--- config.mk ---
export PLATFORM = sky130hd
export DESIGN_NAME = sram_march_bist
export DESIGN_NICKNAME = d
export VERILOG_FILES = /design/src/rtl/sram_march_bist.sv
export SDC_FILE = /design/constraint.sdc
export NUM_CORES = 1
export LEC_CHECK = 0
export CAP_MARGIN = 25
export CELL_PAD_IN_SITES_DETAIL_PLACEMENT = 2
export CELL_PAD_IN_SITES_GLOBAL_PLACEMENT = 2
export CORE_ASPECT_RATIO = 1.2
export CORE_MARGIN = 1
export CORE_UTILIZATION = 31
export CTS_CLUSTER_SIZE = 10
export DETAILED_ROUTE_END_ITERATION = 10
export GPL_TIMING_DRIVEN = 0
export PLACE_DENSITY = 0.88
export SLEW_MARGIN = 30
export SYNTH_ARGS = -nofsm -noshare
export SYNTH_HDL_FRONTEND = slang
export SYNTH_SLANG_ARGS = --single-unit
--- constraint.sdc ---
create_clock -name clk -period 3.25 [get_ports clk]
set_input_delay 0.4875 -clock clk [delete_from_list [all_inputs] [get_ports clk]]
set_output_delay 0.4875 -clock clk [all_outputs]
set_load 0.005 [all_outputs]
--- src/rtl/sram_march_bist.sv ---
`default_nettype none
// ============================================================================
// Module      : sram_march_bist
// Description : March C- BIST sequencer for a single-port, byte-masked SRAM
//               macro with one cycle of read latency. Issues one macro op per
//               cycle (10 x depth ops), checks each read one cycle after the
//               macro samples it and captures the first mismatch.
// Ports       : clk, rstb (sync, active low)
//               start, bg_pattern            - test control / background word
//               busy, done, fail             - status (done and fail sticky)
//               fail_addr/data/expected      - first-mismatch capture
//               sram_we/wmask/addr/din       - registered macro controls
//               sram_dout                    - macro read data
// Options     : SRAM_BIST_STOP_ON_FAIL_EN - end the test on the first mismatch
// Revision    : 1.0 - initial release
// ============================================================================
module sram_march_bist #(
    parameter int DATA_WIDTH  = 32,
    parameter int ADDR_WIDTH  = 10,
    parameter int WMASK_WIDTH = 4
) (
    input  logic                   clk,
    input  logic                   rstb,
    input  logic                   start,
    input  logic [DATA_WIDTH-1:0]  bg_pattern,
    output logic                   busy,
    output logic                   done,
    output logic                   fail,
    output logic [ADDR_WIDTH-1:0]  fail_addr,
    output logic [DATA_WIDTH-1:0]  fail_data,
    output logic [DATA_WIDTH-1:0]  fail_expected,
    output logic                   sram_we,
    output logic [WMASK_WIDTH-1:0] sram_wmask,
    output logic [ADDR_WIDTH-1:0]  sram_addr,
    output logic [DATA_WIDTH-1:0]  sram_din,
    input  logic [DATA_WIDTH-1:0]  sram_dout
);

    localparam logic [1:0] c_IDLE = 2'd0;
    localparam logic [1:0] c_RUN  = 2'd1;
    localparam logic [1:0] c_DONE = 2'd2;

    localparam logic [ADDR_WIDTH-1:0] c_ADDR_MAX = '1;

    logic [1:0]            r_state;
    logic [DATA_WIDTH-1:0] r_pat;
    // Op cursor: always points at the next op to be presented.
    logic [2:0]            r_elem;
    logic                  r_phase;
    logic [ADDR_WIDTH-1:0] r_addr;
    logic                  r_issue_done;
    // Stage 1: read presented to the macro; stage 2: dout valid, compare.
    logic                  r_rd_valid, r_rd_last;
    logic [DATA_WIDTH-1:0] r_rd_exp;
    logic [ADDR_WIDTH-1:0] r_rd_addr;
    logic                  r_cmp_valid, r_cmp_last;
    logic [DATA_WIDTH-1:0] r_cmp_exp;
    logic [ADDR_WIDTH-1:0] r_cmp_addr;

    logic                  w_down, w_single, w_is_read, w_invert;
    logic                  w_addr_step, w_elem_end, w_last_op, w_next_down;
    logic                  w_issue, w_mismatch;
    logic [DATA_WIDTH-1:0] w_pat, w_op_data;

    always_comb begin
        // On the accepting edge the pattern is not registered yet.
        w_pat       = (r_state == c_RUN) ? r_pat : bg_pattern;
        w_down      = (r_elem == 3'd3) || (r_elem == 3'd4);
        w_single    = (r_elem == 3'd0) || (r_elem == 3'd5);
        w_is_read   = (r_elem != 3'd0) && (w_single || !r_phase);
        // Reads of M2/M4 expect ~P; writes of M1/M3 store ~P.
        w_invert    = w_is_read ? ((r_elem == 3'd2) || (r_elem == 3'd4))
                                : ((r_elem == 3'd1) || (r_elem == 3'd3));
        w_op_data   = w_invert ? ~w_pat : w_pat;
        w_addr_step = w_single || r_phase;
        w_elem_end  = w_down ? (r_addr == '0) : (r_addr == c_ADDR_MAX);
        w_last_op   = (r_elem == 3'd5) && w_elem_end;
        w_next_down = (r_elem == 3'd2) || (r_elem == 3'd3);
        w_issue     = (r_state == c_RUN) ? !r_issue_done : start;
        w_mismatch  = (r_state == c_RUN) && r_cmp_valid && (sram_dout != r_cmp_exp);
    end

    always_ff @(posedge clk) begin
        if (!rstb) begin
            r_state       <= c_IDLE;
            r_pat         <= '0;
            r_elem        <= '0;
            r_phase       <= 1'b0;
            r_addr        <= '0;
            r_issue_done  <= 1'b0;
            r_rd_valid    <= 1'b0;
            r_rd_last     <= 1'b0;
            r_rd_exp      <= '0;
            r_rd_addr     <= '0;
            r_cmp_valid   <= 1'b0;
            r_cmp_last    <= 1'b0;
            r_cmp_exp     <= '0;
            r_cmp_addr    <= '0;
            busy          <= 1'b0;
            done          <= 1'b0;
            fail          <= 1'b0;
            fail_addr     <= '0;
            fail_data     <= '0;
            fail_expected <= '0;
            sram_we       <= 1'b0;
            sram_wmask    <= '0;
            sram_addr     <= '0;
            sram_din      <= '0;
        end else begin
            // Issue stage
            if (w_issue) begin
                sram_we    <= !w_is_read;
                sram_wmask <= w_is_read ? '0 : '1;
                sram_addr  <= r_addr;
                sram_din   <= w_is_read ? '0 : w_op_data;
                r_rd_valid <= w_is_read;
                r_rd_last  <= w_last_op;
                r_rd_exp   <= w_op_data;
                r_rd_addr  <= r_addr;
                if (w_addr_step) begin
                    r_phase <= 1'b0;
                    if (w_elem_end) begin
                        if (r_elem == 3'd5) begin
                            r_elem       <= '0;
                            r_addr       <= '0;
                            r_issue_done <= 1'b1;
                        end else begin
                            // Jump straight to the next element's first address.
                            r_elem <= r_elem + 3'd1;
                            r_addr <= w_next_down ? c_ADDR_MAX : '0;
                        end
                    end else begin
                        r_addr <= w_down ? r_addr - 1'b1 : r_addr + 1'b1;
                    end
                end else begin
                    r_phase <= 1'b1;
                end
            end else begin
                sram_we    <= 1'b0;
                sram_wmask <= '0;
                sram_addr  <= '0;
                sram_din   <= '0;
                r_rd_valid <= 1'b0;
                r_rd_last  <= 1'b0;
            end

            // Compare stage lines up with the macro's dout
            r_cmp_valid <= r_rd_valid;
            r_cmp_last  <= r_rd_last;
            r_cmp_exp   <= r_rd_exp;
            r_cmp_addr  <= r_rd_addr;

            case (r_state)
                c_IDLE, c_DONE: begin
                    if (start) begin
                        r_state       <= c_RUN;
                        r_pat         <= bg_pattern;
                        r_issue_done  <= 1'b0;
                        busy          <= 1'b1;
                        done          <= 1'b0;
                        fail          <= 1'b0;
                        fail_addr     <= '0;
                        fail_data     <= '0;
                        fail_expected <= '0;
                    end
                end
                c_RUN: begin
                    if (w_mismatch && !fail) begin
                        fail          <= 1'b1;
                        fail_addr     <= r_cmp_addr;
                        fail_data     <= sram_dout;
                        fail_expected <= r_cmp_exp;
                    end
`ifdef SRAM_BIST_STOP_ON_FAIL_EN
                    if (w_mismatch || (r_cmp_valid && r_cmp_last)) begin
                        // Abort: drop the in-flight op and park the cursor.
                        r_state      <= c_DONE;
                        busy         <= 1'b0;
                        done         <= 1'b1;
                        sram_we      <= 1'b0;
                        sram_wmask   <= '0;
                        sram_addr    <= '0;
                        sram_din     <= '0;
                        r_rd_valid   <= 1'b0;
                        r_rd_last    <= 1'b0;
                        r_cmp_valid  <= 1'b0;
                        r_cmp_last   <= 1'b0;
                        r_elem       <= '0;
                        r_phase      <= 1'b0;
                        r_addr       <= '0;
                        r_issue_done <= 1'b0;
                    end
`else
                    if (r_cmp_valid && r_cmp_last) begin
                        r_state <= c_DONE;
                        busy    <= 1'b0;
                        done    <= 1'b1;
                    end
`endif
                end
                default: r_state <= c_IDLE;
            endcase
        end
    end

endmodule
`default_nettype wire

==> impl_summary.md, run 1 <==
Run status
The flow ran to the end, and the final reports show no timing, DRC or antenna violations.

Global routing
In the global route stage, overall resource usage came out at 23.1%. The first-pass GRT wire length is 60,600 um. Entering global routing, the biggest net connects 17 pins. The total grt overflow is 0. The number of antenna violations at the first check in global routing was 0. The number of global-route vias before repair is 10,317.

CTS
The TritonCTS clock tree is done. The number of buffers inserted by hold repair at cts is 0. Once the clock tree was built, the resizer swapped 0 gates to a different size. The H-tree depth is 1. The tree is rooted in a clkbuf_16.

The worst-skew pair later-pin latency is between 0.5 and 0.6 ns. After clock tree synthesis, the clock-pin slew on the worst setup and hold paths is approximately 0.06 ns. For this design, the sink count on the clock tree is 257. The maximum number of buffers from clock root to sink is 3. The number of clock buffers added by TritonCTS is 30. The number of buffers inserted to repair setup after CTS is 0.

Detailed routing
The first TritonRoute pass finished after 4 iterations. The total wirelength of the detailed-routed design is 39,000 um. The met1 layer wirelength in the final routing is 16,300 um.

The detailed router placed between 9,000 and 10,000 vias in this run. After detailed routing, the average wire length per cell comes to 22.2 um. After detailed routing, the number of vias per cell comes to slightly above 5. The violation count after the first detailed-route iteration is a little under 400. The routed design uses around 1700 um of met3 wire. Wire segments on met2 add up to ~19,000 um in the final route. For this run, design rule violations remaining after detail routing come to 0. The detail route stage leaves a number of antenna-violating nets equal to 0. Routed signal wires occupy layers up through met4.

Timing
The worst-margin pin slew is roughly 0.88 ns. The minimum hold slack is approximately 0.45 ns. The clock skew after layout is ~0.016 ns. The share of the clock period used by the worst path is 87.2%. The total count of max-transition violations in the final report is 0. Setup repair after global routing left no endpoint under its margin. The final sum of negative setup slack is 0 ns. Setup violations remaining at the end of the flow were counted as 0. The fmax is around 350 MHz. The post-route minimum period is between 2 and 3 ns. The count of endpoints failing hold in the final timing report is 0. The relative max-transition margin is around two fifths.

Worst setup path
Data on the critical path arrives at its endpoint at roughly 3.3 ns. Setup slack on the worst reg-to-reg path comes out at 0.42 ns. The endpoint identified for the worst register-to-register timing path is r_addr[8].

The critical-path maximum fanout is 10. The nature of the critical path startpoint is a flip-flop. The category of the most critical setup path is flip-flop to flip-flop. The number of cells on the worst reg-to-reg path is 11. In this run the critical register-to-register path is launched from r_elem[0]. For the worst setup path, the data required time is 3.71 ns.

The endpoint kind of the worst setup timing path is a flip-flop.

Layout
The antenna diode instance count is 0. In the final layout, the share of cells above drive strength 1 is approximately 5.5%. At the end of the flow the core is filled with cells to 41.5%. Leaving out fill and tap cells, the most frequent cells in the layout are dfxtp_1 (257), clkdlybuf4s50_1 (189), nand2_1 (158), o21ai_0 (85), nand4_1 (78). Once layout is done, the placed cells without fillers occupy roughly 13,000 um2.

The commonest non-fill, non-tap cell in the layout is dfxtp_1. Counting the fill cells in the layout gives 3,452. From synthesis to final layout, the design area changed by 31.5%. After the last flow step, the layout net total stands at approximately 1,400.

Logic synthesis
The combined area of all synthesized cells is slightly above 10,000 um2. The async set-reset flop share out of synthesis is 0%. The most used flip-flop cell after synthesis is dfxtp_1.

The number of distinct library cells after synthesis is 58. The cell count after synthesis came out at between 1,000 and 1,500. Dividing the synthesized area by the synthesized cell count gives around 9.1 um2. The number of enable flip-flop cells after synthesis is 0. After synthesis, flip-flops and latches occupy a little over 50% of the total area. The total of warnings raised by yosys is 0. The number of nets in the synthesized netlist is 1,204. The synthesized design contains roughly 260 register bits.

Floorplan
The floorplan has 72 rows. Measured along the y axis, the die boundary spans roughly 200 um. The horizontal die dimension is approximately 170 um.

The starting utilization of the core area is between 30% and 40%. For this design the top-level I/O count stands at between 150 and 200. The placeable core region is roughly 32,000 um2.

The die area is 33,700 um2.

Pwr
Summed over all cells, the static leakage comes to 5.32 nW. The power density over the cells is between 500 and 600 nW/um2. The total power is 0.00723 W. Across the VDD grid, the largest voltage drop is between 0.0003 and 0.0004 V.

Min path
The tightest min-delay check is of the flip-flop to flip-flop type. The number of cells on the worst hold path is 2. The destination of the worst hold path is fail_addr[3]. In this run the most critical hold path is launched from r_cmp_addr[3].

Place
The final weighted congestion of routability-driven global placement is a little over 0.8. The standard cell area after detailed placement is ~13,000 um2. Input and output buffers added on the ports amount to ~190. The final HPWL from detailed placement is approximately 27,000 um.

Job
The reported max-cap violation count is 0.
[flip-flops by register name, indices dropped and copies added, names as in the netlist]
name           count
r_cmp_valid        1
r_cmp_last         1
r_phase            1
r_addr            10
busy               1
r_pat             32
fail               1
fail_data         32
done               1
fail_expected     32
r_rd_last          1
r_state            2
sram_addr         10
r_issue_done       1
fail_addr         10
r_rd_exp          32
r_cmp_addr        10
r_cmp_exp         32
r_rd_valid         1
r_elem             3
sram_din          32
sram_wmask         1
r_rd_addr         10
[per-stage QoR]
stage               worst slack [ns]  std cells
global placement               0.207       1723
detailed placement             0.119       1723
global route                   0.240       1760
finish                         0.416       1760
CTS                            0.387       1760
floorplan                      0.905       1127
[power breakdown]
group	internal (W)	switching, W	total [W]
clock	0.00167	0.00131	0.00298
sequential	0.00329	0.0000924	0.00339
combinational	0.000359	0.000505	0.000864
total	0.00532	0.00191	0.00723
[cell usage after synthesis (10+ instances only)]
library cell  instances  share of area (%)
and2_1               71                4.3
a21oi_1              61                3.0
mux2i_1              32                3.1
clkbuf_1             60                2.2
xor2_1               62                5.3
xnor2_1              10               0.86
nand4_1              78                4.8
buf_4                11               0.81
nor2_1               76                2.8
o21a_1               31                2.3
dfxtp_1             257                 50
a21o_1               13               0.96
nand2_1             158                5.8
o21ai_0              85                4.2
[final cells by class]
type / instances / area, um2 / share of cell area [%]
Sequential cell: 257 / 5140 / 38.3
Multi-Input combinational cell: 769 / 4600 / 34.2
Timing Repair Buffer: 189 / 1890 / 14.1
Tap cell: 407 / 509 / 3.79
Clock inverter: 3 / 42.5 / 0.317
Buffer: 92 / 434 / 3.23
Clock buffer: 34 / 776 / 5.78
Inverter: 9 / 33.8 / 0.252
[critical path, cell delays in order (launching register included)]
cell and delay (ns):
dfxtp_1 0.36, buf_2 0.26, nand2_1 0.17, o22ai_2 0.47
inv_1 0.12, fa_1 0.43, nor2b_1 0.19, o2111ai_1 0.19
nand3_1 0.12, o211ai_1 0.11, xnor2_1 0.15, a21o_1 0.15
[metal layers]
metal  vias up  GRT usage [%]
li1       4249              -
met1      4558           27.3
met2       255           41.4
met3        84           3.55
met4         0           9.73
met5         -              0
[cells by family after synthesis]
group                    count (synthesis)  synth area share (%)
AO/OA/AOI/OAI                          208                  12.1
adder cells (fa/ha/maj)                 10                  1.30
multiplexers                            35                  3.60
XOR/XNOR                                72                  6.18
buffers and inverters                  101                  4.58
flip-flops                             257                  50.4
AND/OR/NAND/NOR                        444                  21.9
[worst max path at each step]
stage,start,end
detailed placement,start,fail_data[23]
floorplan,r_elem[0],r_addr[7]
finish,r_elem[0],r_addr[8]
global placement,start,fail_data[19]
CTS,r_elem[0],r_addr[8]
global route,r_elem[0],r_addr[7]
Note: power is estimated with default switching activity, not from simulation.
==> run 2, diff against run 1 <==
CORE_UTILIZATION = 28   (was 31)
CTS_CLUSTER_SIZE = not set   (was 10)
PLACE_DENSITY = 0.85   (was 0.88)
clock period = 2.43 ns   (was 3.25 ns; I/O delays follow)
==> run 2 against run 1 <==
Die area is 11% higher. Final area is 2.9% higher. Wire length is 4.6% lower. Global-route usage is 3.3 points lower. Largest power group unchanged.
==> impl_summary.md, run 2 (synthesized netlist as in run 1, its figures left out) <==
Min path
The worst min-delay path category is primary input to flip-flop. The startpoint identified for the worst hold timing path is bg_pattern[21]. The destination of the worst hold path is r_pat[21]. The number of cells on the worst hold path is 3 (+1).

Pwr
The maximum vdd drop is 0.000472 V (+41%). The total power is 0.00991 W (+37%). The power density over the cells is 717 nW/um2 (+33%). The total leakage power is 5.43 nW (+2.1%).

Layout
The number of cells in the finished layout apart from fillers is 1,841 (+4.6%). The proportion of layout cells with a drive suffix above 1 was 8.74% (+3.2 points). The relative area change from synthesis to final layout is 35.4%. The commonest non-fill, non-tap cell in the layout is dfxtp_1. The number of filler cells placed in the layout was 3,948 (+14%). The area of the multi-input gates is 4720 um2 (+2.7%). The antenna diode instance count was 0 (unchanged). The net total in the final layout came to 1,432 (+0.49%). The final core area utilization is 38.5% (-3.1 points). The area taken by flip-flops and latches is 5150 um2 (about the same). The library cells used most frequently in the layout, excluding fill and tap cells, are dfxtp_1 (255), clkdlybuf4s50_1 (189), nand2_1 (157), o21ai_0 (84), nand4_1 (78).

Worst setup path
The worst register-to-register path ends at r_addr[5]. The worst setup path is launched from a flip-flop. The data required time at the worst endpoint came to 2.87 ns (-0.84 ns). The launch point of the worst reg-to-reg path is r_elem[0].

Traced cell by cell, the critical path runs through buf_6, nand2b_4, o22ai_4, buf_12, ha_1, a211oi_2, nor2_2, o21a_1, nor2_1, xnor2_1, a41o_1. The buffer and inverter count on the worst path came to 2 (unchanged). For this design, the slowest cell found on the critical path is dfxtp_2. STA classifies the critical path endpoint as a flip-flop. The data arrival at the endpoint of the critical path is 2.81 ns (-0.48 ns). The stage delay of the slowest cell on the critical path is 0.33 ns (-0.14 ns).

The slack of the worst reg-to-reg path is 0.06 ns (-0.36 ns). The number of cells on the worst reg-to-reg path came to 11 (unchanged). The cell family contributing the most delay on the critical path is compound AO/OA/AOI/OAI gates. The critical-path maximum fanout was 6 (-4). The category of the most critical setup path is flip-flop to flip-flop.

CTS
The number of buffers added by the clock tree synthesis step is 28 (-6.7%). The clock root buffer is clkbuf_16. The total clock sinks was 257 (unchanged). The clock-pin slew reported for the worst setup and hold paths after clock tree synthesis came to 0.06 ns (about the same).

The H-tree depth is 1 (unchanged). The worst-skew pair later-pin latency is 0.55 ns (-0.02 ns). The TritonCTS clock tree is done.

The maximum number of buffers from clock root to sink is 3 (unchanged).

Detailed routing
The total number of vias is 9,110 (-0.39%). The wire length per cell was 20.2 um (-8.8%). The detailed-route vias per instance is 4.95 (-4.8%). The total wirelength of the detailed-routed design was 37,200 um (-4.6%). The remaining design rule violation count is 0 (unchanged).

The total iterations of the first detailed-routing run is 4 (unchanged). The count of nets left with antenna violations after detail routing is 0 (unchanged). The violation count after the first detailed-route iteration is 298 (-24%).

Floorplan
The horizontal die dimension is 176 um (+5.2%). The chip height came to 211 um (+5.2%). The placeable core region is 35,900 um2 (+11%). The floorplan row count was 76 (+5.6%). The die area is 37,200 um2 (+11%). The starting utilization of the core area is 28.4% (-3.2 points). The I/O pin count is 191 (unchanged).

Timing
The relative max-transition margin is 47.1% (+6.4 points). The share of the clock period used by the worst path was 97.6% (+10 points). The total count of max-transition violations in the final report was 0 (unchanged). The count of endpoints failing hold in the final timing report is 0 (unchanged). The worst-margin pin slew came to 0.794 ns (-0.0896 ns). The post-route minimum period is 2.37 ns (-0.461 ns). The minimum hold slack was 0.411 ns (-0.0353 ns).

The clock skew after layout is 0.0101 ns (-0.00615 ns). The number of failing setup endpoints in the final timing report came to 0 (unchanged). The fmax is 421 MHz (+19%).

Global routing
The number of antenna violations at the first check in global routing is 0 (unchanged). The total global-route track usage is 19.8% (-3.3 points). The largest net degree at the start of global routing is 14 (-3).

The number of global-route vias before repair is 10,074 (-2.4%). The first-pass GRT wire length is 57,700 um (-4.8%). The total grt overflow was 0 (unchanged).

Job
The reported max-cap violation count is 0 (unchanged).

Run status
The run finished with clean final reports.

Place
The number of placed instances, taps included is 1,784 (+3.5%). The final HPWL from detailed placement is 27,700 um (+2.5%). The number of port buffers is 189 (unchanged).

The final weighted congestion of routability-driven global placement is 0.813 (-0.83%).
## run 2: changes by cell type in the layout (fill, tap and decap cells not counted), moves of 3 or more
cell,delta
ha_1,-5
buf_6,+3
clkbuf_1,-5
buf_4,+7
ha_4,+3
clkbuf_2,+7
clkinv_2,+6
## run 2: final cells by class
cell class,instances,area share (%)
buffer,91,3.25
clock buffer,36,5.66
clock inverter,12,0.860
inverter,9,0.244
multi-input combinational,769,34.2
sequential,257,37.2
tap,468,4.24
timing repair buffer,199,14.3
## run 2: metal layers
| metal | vias to the layer above | wire, um | track usage (%) |
|---|---|---|---|
| met5 | - | 0 | 0 |
| li1 | 4293 | - | - |
| met3 | 71 | 1430 | 2.39 |
| met1 | 4532 | 16100 | 24.3 |
| met4 | 0 | 1260 | 6.60 |
| met2 | 214 | 18500 | 35.6 |
## run 2: through the flow
stage	TNS [ns]	worst slack, ns	instance area, um2
finish	0	0.0573	13800
detailed placement	-28.08	-0.529	12700
global route	-0.0507	-0.0256	13800
global placement	-23.68	-0.455	12700
CTS	0	0.000203	13700
floorplan	0	0.0846	10200
## run 2: worst max-delay path by stage
stage                          from             to  cells after the start  slack, ns
after CTS                 r_elem[0]      r_addr[7]                     10     0.0002
final                     r_elem[0]      r_addr[5]                     11       0.06
after global routing      r_elem[0]      r_addr[7]                     11      -0.03
after detailed placement      start  fail_data[25]                      7      -0.53
after global placement        start  fail_data[21]                      7      -0.46
after floorplan           r_elem[0]      r_addr[7]                     10       0.08
## run 2: worst min-delay path, stage by stage
cell and delay [ns]:
clkdlybuf4s50_1 0.42, nand2_1 0.07, a21oi_1 0.06
## run 2: power by group
group | internal, W | total (W) | switching, W
Clock | 0.00247 | 0.00424 | 0.00177
Sequential | 0.00440 | 0.00452 | 0.000121
Combinational | 0.000488 | 0.00115 | 0.000661
Total | 0.00736 | 0.00991 | 0.00255
## run 2: what timing repair did
| action | in CTS | in global routing |
|---|---|---|
| setup buffers | 3 | 8 |
| hold buffers | 0 | 0 |
| setup endpoints to repair | 38 | 34 |
| pin swaps | 2 | 8 |
| resized for setup | 14 | 26 |
| gates cloned | 0 | 0 |
